==> config.mk <==
export PLATFORM = sky130hd
export DESIGN_NAME = basic_io_led_ctrl_flat
export DESIGN_NICKNAME = d
export VERILOG_FILES = /design/src/rtl/basic_io_pkg.sv /design/src/rtl/basic_io_led_ctrl_if.sv /design/src/rtl/basic_io_debounce.sv /design/src/rtl/basic_io_led_ctrl.sv /design/src/flat_wrapper.sv
export SDC_FILE = /design/constraint.sdc
export NUM_CORES = 1
export LEC_CHECK = 0
export BUFFER_PORTS_ARGS = -buffer_cell sky130_fd_sc_hd__buf_2
export CORE_MARGIN = 3
export CORE_UTILIZATION = 30
export CTS_CLUSTER_SIZE = 28
export DETAILED_ROUTE_END_ITERATION = 12
export SLEW_MARGIN = 25
export SYNTH_ARGS = -nofsm -noshare
export SYNTH_HDL_FRONTEND = slang
export SYNTH_SLANG_ARGS = --single-unit
==> constraint.sdc <==
create_clock -name i_clk -period 1.8 [get_ports i_clk]
set_input_delay 0.36 -clock i_clk [delete_from_list [all_inputs] [get_ports i_clk]]
set_output_delay 0.36 -clock i_clk [all_outputs]
set_load 0.05 [all_outputs]
==> src/rtl/basic_io_pkg.sv <==
// Shared types and constants for the Nexys Video basic I/O path.
//   mode_e       : LED controller mode (MIRROR / COUNT / SHIFT)
//   BTN_*        : bit positions of each push button in the button vector
//   NUM_*        : pin counts for buttons, switches and LEDs
package basic_io_pkg;

  localparam int unsigned NUM_BUTTONS  = 6;
  localparam int unsigned NUM_SWITCHES = 8;
  localparam int unsigned NUM_LEDS     = 8;

  localparam int unsigned BTN_C   = 0;
  localparam int unsigned BTN_U   = 1;
  localparam int unsigned BTN_D   = 2;
  localparam int unsigned BTN_L   = 3;
  localparam int unsigned BTN_R   = 4;
  localparam int unsigned BTN_CLR = 5;

  typedef enum logic [1:0] {
    MIRROR = 2'd0,
    COUNT  = 2'd1,
    SHIFT  = 2'd2
  } mode_e;

endpackage

==> src/rtl/basic_io_led_ctrl_if.sv <==
// Board pin bundle for the basic I/O path.
//   i_buttons  : raw push buttons (board -> controller)
//   i_switches : raw slide switches (board -> controller)
//   o_leds     : registered LED drive (controller -> board)
//   o_mode     : current controller mode (controller -> board)
// master = board / stimulus side, slave = LED controller.
interface basic_io_led_ctrl_if import basic_io_pkg::*; ();

  logic [NUM_BUTTONS-1:0]  i_buttons;
  logic [NUM_SWITCHES-1:0] i_switches;
  logic [NUM_LEDS-1:0]     o_leds;
  logic [1:0]              o_mode;

  modport master (
    output i_buttons,
    output i_switches,
    input  o_leds,
    input  o_mode
  );

  modport slave (
    input  i_buttons,
    input  i_switches,
    output o_leds,
    output o_mode
  );

endinterface

==> src/rtl/basic_io_debounce.sv <==
// Synchronizer plus per-bit debouncer for a vector of raw inputs.
//   i_clk, i_rst : clock, synchronous active-high reset
//   i_raw        : asynchronous raw inputs
//   o_db         : debounced value, changes only after DEBOUNCE_CYCLES
//                  consecutive differing synchronized samples
module basic_io_debounce #(
  parameter int unsigned WIDTH           = 8,
  parameter int unsigned SYNC_STAGES     = 2,
  parameter int unsigned DEBOUNCE_CYCLES = 1000000
) (
  input  logic             i_clk,
  input  logic             i_rst,
  input  logic [WIDTH-1:0] i_raw,
  output logic [WIDTH-1:0] o_db
);

  localparam int unsigned CNT_W = $clog2(DEBOUNCE_CYCLES);
  localparam logic [CNT_W-1:0] CNT_MAX = CNT_W'(DEBOUNCE_CYCLES - 1);

  logic [SYNC_STAGES-1:0][WIDTH-1:0] sync_q, sync_d;
  logic [WIDTH-1:0][CNT_W-1:0]       cnt_q, cnt_d;
  logic [WIDTH-1:0]                  db_q, db_d;

  // State registers
  always_ff @(posedge i_clk) begin
    if (i_rst) begin
      sync_q <= '0;
      cnt_q  <= '0;
      db_q   <= '0;
    end else begin
      sync_q <= sync_d;
      cnt_q  <= cnt_d;
      db_q   <= db_d;
    end
  end

  // Shift chain plus per-bit stability counters
  always_comb begin
    sync_d = {sync_q[SYNC_STAGES-2:0], i_raw};
    cnt_d  = cnt_q;
    db_d   = db_q;
    for (int b = 0; b < int'(WIDTH); b++) begin
      if (sync_q[SYNC_STAGES-1][b] == db_q[b]) begin
        cnt_d[b] = '0;
      end else if (cnt_q[b] == CNT_MAX) begin
        db_d[b]  = sync_q[SYNC_STAGES-1][b];
        cnt_d[b] = '0;
      end else begin
        cnt_d[b] = cnt_q[b] + CNT_W'(1);
      end
    end
  end

  assign o_db = db_q;

endmodule

==> src/rtl/basic_io_led_ctrl.sv <==
// Nexys Video basic I/O LED controller.
//   i_clk, i_rst : clock, synchronous active-high reset
//   io (slave)   : i_buttons[5:0] {clr,right,left,down,up,centre},
//                  i_switches[7:0], o_leds[7:0] (registered), o_mode[1:0]
// Buttons and switches are debounced; button press pulses drive a
// MIRROR/COUNT/SHIFT mode machine that selects what the LEDs display.
module basic_io_led_ctrl import basic_io_pkg::*; #(
  parameter int unsigned SYNC_STAGES     = 2,
  parameter int unsigned DEBOUNCE_CYCLES = 1000000
) (
  input  logic                i_clk,
  input  logic                i_rst,
  basic_io_led_ctrl_if.slave  io
);

  logic [NUM_BUTTONS-1:0]  btn_db;
  logic [NUM_BUTTONS-1:0]  btn_prev_q, btn_prev_d;
  logic [NUM_BUTTONS-1:0]  press_c;
  logic [NUM_SWITCHES-1:0] sw_db;
  mode_e                   mode_q, mode_d;
  logic [NUM_LEDS-1:0]     count_q, count_d;
  logic [NUM_LEDS-1:0]     rot_q, rot_d;
  logic [NUM_LEDS-1:0]     leds_q, leds_d;

  basic_io_debounce #(
    .WIDTH           (NUM_BUTTONS),
    .SYNC_STAGES     (SYNC_STAGES),
    .DEBOUNCE_CYCLES (DEBOUNCE_CYCLES)
  ) u_btn_db (
    .i_clk (i_clk),
    .i_rst (i_rst),
    .i_raw (io.i_buttons),
    .o_db  (btn_db)
  );

  basic_io_debounce #(
    .WIDTH           (NUM_SWITCHES),
    .SYNC_STAGES     (SYNC_STAGES),
    .DEBOUNCE_CYCLES (DEBOUNCE_CYCLES)
  ) u_sw_db (
    .i_clk (i_clk),
    .i_rst (i_rst),
    .i_raw (io.i_switches),
    .o_db  (sw_db)
  );

  // Single-cycle pulse on a debounced 0->1 button transition
  assign btn_prev_d = btn_db;
  assign press_c    = btn_db & ~btn_prev_q;

  // State register
  always_ff @(posedge i_clk) begin
    if (i_rst) begin
      mode_q     <= MIRROR;
      btn_prev_q <= '0;
      count_q    <= '0;
      rot_q      <= '0;
      leds_q     <= '0;
    end else begin
      mode_q     <= mode_d;
      btn_prev_q <= btn_prev_d;
      count_q    <= count_d;
      rot_q      <= rot_d;
      leds_q     <= leds_d;
    end
  end

  // Next mode: centre advances unless clear is pressed in the same cycle
  always_comb begin
    mode_d = mode_q;
    if (!press_c[BTN_CLR] && press_c[BTN_C]) begin
      case (mode_q)
        MIRROR:  mode_d = COUNT;
        COUNT:   mode_d = SHIFT;
        SHIFT:   mode_d = MIRROR;
        default: mode_d = MIRROR;
      endcase
    end
  end

  // Datapath updates and LED select, both from next-state values
  always_comb begin
    count_d = count_q;
    rot_d   = rot_q;
    leds_d  = '0;

    if (press_c[BTN_CLR]) begin
      count_d = '0;
      rot_d   = '0;
    end else if (press_c[BTN_C]) begin
      // Only COUNT->SHIFT lands in SHIFT, so this is exactly the entry case
      if (mode_d == SHIFT) rot_d = sw_db;
    end else begin
      case (mode_q)
        COUNT: begin
          if (press_c[BTN_U] && !press_c[BTN_D])      count_d = count_q + NUM_LEDS'(1);
          else if (press_c[BTN_D] && !press_c[BTN_U]) count_d = count_q - NUM_LEDS'(1);
        end
        SHIFT: begin
          if (press_c[BTN_L] && !press_c[BTN_R])
            rot_d = {rot_q[NUM_LEDS-2:0], rot_q[NUM_LEDS-1]};
          else if (press_c[BTN_R] && !press_c[BTN_L])
            rot_d = {rot_q[0], rot_q[NUM_LEDS-1:1]};
        end
        default: ;
      endcase
    end

    case (mode_d)
      MIRROR:  leds_d = sw_db;
      COUNT:   leds_d = count_d;
      SHIFT:   leds_d = rot_d;
      default: leds_d = '0;
    endcase
  end

  assign io.o_leds = leds_q;
  assign io.o_mode = mode_q;

endmodule

==> src/flat_wrapper.sv <==
// flat-port wrapper written by rule: the top's interface ports become plain ports
module basic_io_led_ctrl_flat import basic_io_pkg::*;
#(
  parameter int unsigned SYNC_STAGES     = 2,
  parameter int unsigned DEBOUNCE_CYCLES = 1000000
)
  (i_clk, i_rst, io_i_buttons, io_i_switches, io_o_leds, io_o_mode);
  basic_io_led_ctrl_if io_i ();
  input  logic i_clk;
  input  logic i_rst;
  input wire logic [$bits(io_i.i_buttons)-1:0] io_i_buttons;
  input wire logic [$bits(io_i.i_switches)-1:0] io_i_switches;
  output wire logic [$bits(io_i.o_leds)-1:0] io_o_leds;
  output wire logic [$bits(io_i.o_mode)-1:0] io_o_mode;
  assign io_i.i_buttons = io_i_buttons;
  assign io_i.i_switches = io_i_switches;
  assign io_o_leds = io_i.o_leds;
  assign io_o_mode = io_i.o_mode;
  basic_io_led_ctrl #(.SYNC_STAGES(SYNC_STAGES), .DEBOUNCE_CYCLES(DEBOUNCE_CYCLES)) u_core (.i_clk(i_clk), .i_rst(i_rst), .io(io_i));
endmodule
# Yosys cells after proc, flatten, opt, wreduce, memory -nomap -nowiden
# Index checks and enable logic that the tools add are counted.
[totals]
register_bits = 354
latch_bits = 0
ram_bits = 0
mem_bits_ro = 0
inputBits = 16
output_inout_bits = 10
elab_cells = 155
n_memories = 0
[op_classes]
addsub = 16
mul = 0
n_div = 0
order_cmp = 0
n_eq_ne = 32
shift = 0
mux = 14
n_bitwise = 16
n_reduce_logical = 40
[ops]
columns = ["cell", "n"]
rows = [
  ["$add A20 B1 Y20 const B", 14],
  ["$eq A20 B20 Y1 const B", 14],
  ["$mux W8", 11],
  ["$reduce_or A3 Y1", 14],
  ["$reduce_and A2 Y1", 14],
  ["$pmux W8 S3", 1],
  ["$eq A1 B1 Y1", 14],
  ["$not A1 Y1", 14],
  ["$add A8 B1 Y8 const B", 1],
  ["$sub A8 B1 Y8 const B", 1],
  ["$and A6 B6 Y6", 1],
  ["$not A6 Y6", 1],
  ["$logic_and A1 B1 Y1", 5],
  ["$logic_not A1 Y1", 5],
  ["$eq A2 B1 Y1 const B", 2],
  ["$eq A2 B2 Y1 const B", 2],
  ["$logic_not A2 Y1", 2],
  ["$pmux W2 S2", 1],
  ["$mux W2", 1],
]

# Longest topological paths before layout
[logic_depth]
ltp_word = 10
depth_mapped = 8
mapped_depth_nobuf = 7

# Modules after synthesis
# Synthesis repeated with hierarchy kept, for this count alone.
[hier_totals]
hier_cells = 1835
area_unflattened_um2 = 15991.6
[by_module_without_submodules]
columns = ["module", "instances", "cells_per_inst", "area_per_inst_um2", "seq_area_each_um2"]
rows = [
  ["basic_io_debounce at u_core.u_sw_db", 1, 917, 8071.5, 3683.5],
  ["basic_io_debounce at u_core.u_btn_db", 1, 693, 6038.3, 2762.6],
  ["basic_io_led_ctrl", 1, 225, 1881.8, 640.6],
]

# Worst setup path before layout
# OpenSTA, ideal clock, no wires.
[synth_path]
path_type = "register to register"
startpoint = "reg u_core.mode_q[1], in the netlist u_core.io.o_mode[1]"
endpoint = "reg u_core.leds_q[1], in the netlist u_core.io.o_leds[1]"
setup_time_ps = 117
arrival_ps = 1958
path_slack_ps = -274
stages_incl_launch_ff = 7
period_less_slack_ps = 2074
cell_sequence = "dfxtp_1 -> buf_2 -> nor2b_1 -> o21ai_1 -> a221oi_1 -> o21bai_1 -> a22o_1"
[synth_between]
elab_chain_len = 8
[synth_lines]
columns = ["element", "line", "text"]
rows = [
  ["start: declaration", "basic_io_led_ctrl.sv:20", "mode_e mode_q, mode_d;"],
  ["start signal: assignment", "basic_io_led_ctrl.sv:60", "mode_q <= mode_d;"],
  ["$eq A2 B1 Y1 or $logic_not A2 Y1 (tied branches)", "basic_io_led_ctrl.sv:72, basic_io_led_ctrl.sv:94", ""],
  ["$pmux W2 S2", "basic_io_led_ctrl.sv:72", "case (mode_q)"],
  ["$mux W2", "basic_io_led_ctrl.sv:71", "if (!press_c[BTN_CLR] && press_c[BTN_C]) begin"],
  ["$eq A2 B2 Y1", "basic_io_led_ctrl.sv:92, basic_io_led_ctrl.sv:109", ""],
  ["$mux W8", "basic_io_led_ctrl.sv:92", "if (mode_d == SHIFT) rot_d = sw_db;"],
  ["$mux W8", "basic_io_led_ctrl.sv:90", "end else if (press_c[BTN_C]) begin"],
  ["$mux W8", "basic_io_led_ctrl.sv:87", "if (press_c[BTN_CLR]) begin"],
  ["$pmux W8 S3 *", "basic_io_led_ctrl.sv:109", "case (mode_d)"],
  ["end signal: assignment", "basic_io_led_ctrl.sv:64", "leds_q <= leds_d;"],
  ["end: declaration", "basic_io_led_ctrl.sv:23", "logic [NUM_LEDS-1:0] leds_q, leds_d;"],
]
# Mark *: on every way between the ends. The rest lies on a longest branch, timed or not.
# A chain may end at the register's enable or synchronous reset.

# Worst setup path after layout
[layout_path]
startpoint = "reg u_core.u_btn_db.db_q[3], in the netlist u_core.u_btn_db.o_db[3]"
endpoint = "reg u_core.leds_q[6], in the netlist u_core.io.o_leds[6]"
[layout_between]
elab_chain_len = 9
[layout_lines]
columns = ["element", "line", "text"]
rows = [
  ["start: declaration", "basic_io_debounce.sv:22", "logic [WIDTH-1:0] db_q, db_d;"],
  ["start signal: assignment", "basic_io_debounce.sv:29", "db_q <= '0;"],
  ["start signal: assignment", "basic_io_debounce.sv:33", "db_q <= db_d;"],
  ["$and A6 B6 Y6 *", "basic_io_led_ctrl.sv:49", "assign press_c = btn_db & ~btn_prev_q;"],
  ["$logic_not A1 Y1", "basic_io_led_ctrl.sv:102", "else if (press_c[BTN_R] && !press_c[BTN_L])"],
  ["$logic_and A1 B1 Y1", "basic_io_led_ctrl.sv:102", ""],
  ["$mux W8", "basic_io_led_ctrl.sv:102", ""],
  ["$mux W8 *", "basic_io_led_ctrl.sv:100", "if (press_c[BTN_L] && !press_c[BTN_R])"],
  ["$mux W8 *", "basic_io_led_ctrl.sv:94", "case (mode_q)"],
  ["$mux W8 *", "basic_io_led_ctrl.sv:90", ""],
  ["$mux W8 *", "basic_io_led_ctrl.sv:87", ""],
  ["$pmux W8 S3 *", "basic_io_led_ctrl.sv:109", ""],
]
# Marked as above.

==> summary.md <==
| Metric | Value |
|---|---|
| Result of the run | `finished clean` |
| Number of vias per cell | `4.56` |
| Post-Layout Cell Count | `between 2k and 3k` |
| Sequential-to-total area share from yosys stat | `0.470` |
| Area inside the core boundary | `approximately 49000 sq um` |
| Warning count from the yosys run | `0` |
| Number of design-rule violations left by the first detailed-router iteration | `634` |
| DRC violations left | `0` |
| Routability congestion estimate from global placement | `0.810` |
| WP data arrival | `2.10 ns` |
| Crit share post-route | `0.952` |
| Max-cap violations | `0` |
| Synthesized area divided by synthesized cell count | `approximately 9 sq um` |
| Main area contributors after synthesis | `sky130_fd_sc_hd__dfxtp_1, sky130_fd_sc_hd__xor2_1, sky130_fd_sc_hd__nor2_1` |
| Total Die Area | `~53000 sq um` |
| Final-layout worst hold slack | `between 0.04 and 0.05 ns` |
| Number of antenna violations at the first check in global routing | `0` |
| Number of clock sinks seen by CTS | `354` |
| Height of the chip | `230 um` |
| Setup bufs post-CTS | `0` |
| Vias | `11.5k` |
| Count of flip-flops with a built-in enable after synthesis | `0` |
| Reg-to-Reg End | `u_core.io.o_leds[6]` |
| Synth top area share | `0.470` |
| Final clock skew | `0.0156 ns` |
| Clock input transition at the sequential cells of the worst setup and hold paths | `0.06 ns` |
| Hold Path Origin | `io_i_buttons[5]` |
| Level count of the clock H-tree | `2` |
| Number of nets in the final layout | `1866` |
| Number of CTS-inserted buffers | `39` |
| Die Span X | `230 um` |
| Yosys reg bits | `354` |
| Aggregate global routing overflow | `0` |
| Library cell with the largest summed area after synthesis | `sky130_fd_sc_hd__dfxtp_1` |
| Area after detailed placement | `16800 sq um` |
| Synthesis-to-layout area growth | `21.8%` |
| Total track usage | `0.110` |
| Count of mapped cells out of synthesis | `1700` |
| Required @ worst endpoint | `approximately 2.2 ns` |
| Pins Over Slew Limit | `0` |
| Fill cell count | `4946` |
| Cell Count Post-Placement | `2456` |
| Number of cells traversed by the worst register-to-register path | `7` |
| Slew @ Worst Pin | `0.371 ns` |
| Pin count of the biggest net entering global routing | `35` |
| Post-synthesis instance area | `15100 sq um` |
| Number of hold violations in the final report | `0` |
| Crit Path Category | `reg2reg` |
| Prevailing post-synth register cell | `sky130_fd_sc_hd__dfxtp_1` |
| Initial Utilization | `0.306` |
| Hold/Removal Path Class | `in2reg` |
| Final design area excluding fillers | `roughly 18000 sq um` |
| Slew margin rel. | `0.751` |
| Slack of the worst reg-to-reg path | `about 0.087 ns` |
| Count of different cell masters after synthesis | `65` |
| IO Port Bufs | `25` |
| Site Rows | `81` |
| Timing-limited maximum frequency | `584 MHz` |
| Via count of the first global-routing pass | `11.2k` |
| Worst Setup End Kind | `flop` |
| Highest ir drop seen on vdd | `~0.52 mV` |
| Total setup violations reported at the end of the flow | `0` |
| Startpoint type of the worst setup path | `flop` |
| Depth of the worst hold-timing path | `2` |
| Top cells by instance count after synthesis | `sky130_fd_sc_hd__nor2_1, sky130_fd_sc_hd__dfxtp_1, sky130_fd_sc_hd__xor2_1, sky130_fd_sc_hd__nand3_1, sky130_fd_sc_hd__nand2_1` |
| Clock tree from TritonCTS | `built` |
| Routed WL | `29500 um` |
| Final critical path time including I/O delays and setup | `1.71 ns` |
| Layout cells sized above 1 | `0.146` |
| Num ports | `26` |
| Hold worst-path end | `u_core.u_btn_db.sync_d[11]` |
| Average wire per standard cell | `roughly 12 um` |
| Antenna viol nets, final | `0` |
| Reported leakage power | `~6.4 nW` |
| Cell at the root of the clock tree | `sky130_fd_sc_hd__clkbuf_16` |
| Most frequent cell after synthesis | `sky130_fd_sc_hd__nor2_1` |
| End-of-flow core utilization | `0.373` |
| Hpwl dp | `20300 um` |
| Net count after synthesis | `between 1.5k and 2k` |
| Highest fanout seen on the critical path | `4` |
| First-pass GRT wire length | `just over 50000 um` |
| Number of optimization iterations in the first detailed-route pass | `5` |
| FFs w/ async S/R, synth | `0` |
| Total of hold buffers inserted after clock tree synthesis | `0` |
| Clock latency reported for the late side of the worst-skew pair | `~0.53 ns` |
| Total power density per cell area | `882 nW/um^2` |
| Launching point of the worst reg2reg path | `u_core.u_btn_db.o_db[3]` |
| Clock Path Buffers | `3` |
==> layout by cell type, fill, tap and decap left out, types with 9 or more instances in the layout <==
| master | n |
|---|---|
| sky130_fd_sc_hd__nor2_1 | 355 |
| sky130_fd_sc_hd__nor3_1 | 23 |
| sky130_fd_sc_hd__xor2_1 | 163 |
| sky130_fd_sc_hd__buf_4 | 98 |
| sky130_fd_sc_hd__buf_12 | 13 |
| sky130_fd_sc_hd__nor4_1 | 11 |
| sky130_fd_sc_hd__nand4_1 | 34 |
| sky130_fd_sc_hd__clkbuf_16 | 41 |
| sky130_fd_sc_hd__nand2_1 | 120 |
| sky130_fd_sc_hd__inv_1 | 32 |
| sky130_fd_sc_hd__buf_2 | 25 |
| sky130_fd_sc_hd__clkinv_2 | 9 |
| sky130_fd_sc_hd__and4_1 | 13 |
| sky130_fd_sc_hd__or3_1 | 14 |
| sky130_fd_sc_hd__nor2b_1 | 43 |
| sky130_fd_sc_hd__xnor2_1 | 109 |
| sky130_fd_sc_hd__ha_1 | 14 |
| sky130_fd_sc_hd__nand3_1 | 126 |
| sky130_fd_sc_hd__nand2b_1 | 12 |
| sky130_fd_sc_hd__a21oi_1 | 13 |
| sky130_fd_sc_hd__nor4b_1 | 17 |
| sky130_fd_sc_hd__and3_1 | 54 |
| sky130_fd_sc_hd__dfxtp_1 | 351 |
| sky130_fd_sc_hd__mux2i_1 | 17 |
| sky130_fd_sc_hd__o21ai_0 | 10 |
==> power by group <==
group	switching (mW)	internal [mW]	total (mW)
registers	0.0229	7.87	7.90
logic	0.130	0.104	0.234
clock network	3.13	4.93	8.06
total	3.29	12.9	16.2
==> flip-flops by register name (all words and copies together), names as in the netlist <==
signal                  flops
u_core.btn_prev_q           6
u_core.count_q              8
u_core.io.o_leds            8
u_core.io.o_mode            2
u_core.rot_q                8
u_core.u_btn_db.cnt_q     120
u_core.u_btn_db.o_db        6
u_core.u_btn_db.sync_d      6
u_core.u_btn_db.sync_q      6
u_core.u_sw_db.cnt_q      160
u_core.u_sw_db.o_db         8
u_core.u_sw_db.sync_d       8
u_core.u_sw_db.sync_q       8
==> through the flow <==
stage | setup WS, ns | TNS (ns) | power [mW]
detailed placement | -0.0104 | -0.0200 | 8.30
CTS | 0.0111 | 0 | 16.5
floorplan | 0.0178 | 0 | 8.19
global route | -0.0339 | -0.0519 | 16.8
finish | 0.0871 | 0 | 16.2
global placement | -0.0656 | -0.0656 | 8.30
==> worst max-delay path: stages (launching register included) <==
cell                       delay (ns)
sky130_fd_sc_hd__dfxtp_1         0.37
sky130_fd_sc_hd__nor2b_2         0.19
sky130_fd_sc_hd__nor2_2          0.08
sky130_fd_sc_hd__buf_4           0.14
sky130_fd_sc_hd__a22o_1          0.23
sky130_fd_sc_hd__a221oi_1        0.24
sky130_fd_sc_hd__or2_1           0.18
sky130_fd_sc_hd__o221ai_1        0.14
==> per-layer routing <==
metal	global-route usage	routed length (um)
met3	0.0190	958
met4	0.0327	660
met5	0	0
met1	0.150	14900
met2	0.179	13000
==> layout make-up <==
type / count / area, sq um / area share
multi-input cells: 1270 / 7850 / 0.428
flip-flops and latches: 354 / 7090 / 0.386
clock buffers: 54 / 1150 / 0.0629
repair buffers: 137 / 1130 / 0.0617
well taps: 664 / 831 / 0.0452
clock inverters: 17 / 175 / 0.00954
inverters: 32 / 120 / 0.00654
diodes: 1 / 2.50 / 0.000136
==> cells by family (layout without fill, tap and decap cells) <==
logic type               after synthesis  in the layout  synth area share
AND/OR/NAND/NOR                      892            893             0.288
flip-flops                           354            354             0.470
XOR/XNOR                             272            272             0.158
buffers and inverters                 77            240            0.0237
AO/OA/AOI/OAI                         67             67            0.0314
multiplexers                          22             22            0.0150
adder cells (fa/ha/maj)               16             16            0.0133
other                                  0              1                 0
==> how the worst max path moves through the flow <==
stage / end / slack, ns / start
floorplan: u_core.io.o_leds[1] / 0.02 / u_core.io.o_mode[1]
global placement: u_core.io.o_leds[4] / -0.07 / u_core.u_btn_db.o_db[1]
detailed placement: u_core.io.o_leds[4] / -0.01 / u_core.u_btn_db.o_db[1]
CTS: u_core.u_sw_db.cnt_q[73] / 0.01 / u_core.u_sw_db.cnt_q[67]
global route: u_core.io.o_leds[4] / -0.03 / u_core.btn_prev_q[2]
finish: u_core.io.o_leds[6] / 0.09 / u_core.u_btn_db.o_db[3]
==> what timing repair did <==
action / CTS / global route
setup endpoints to repair: 43 / 208
cloned: 0 / 1
resized for setup: 5 / 43
pin swaps: 1 / 7
Note: power is estimated with default switching activity, not from simulation.
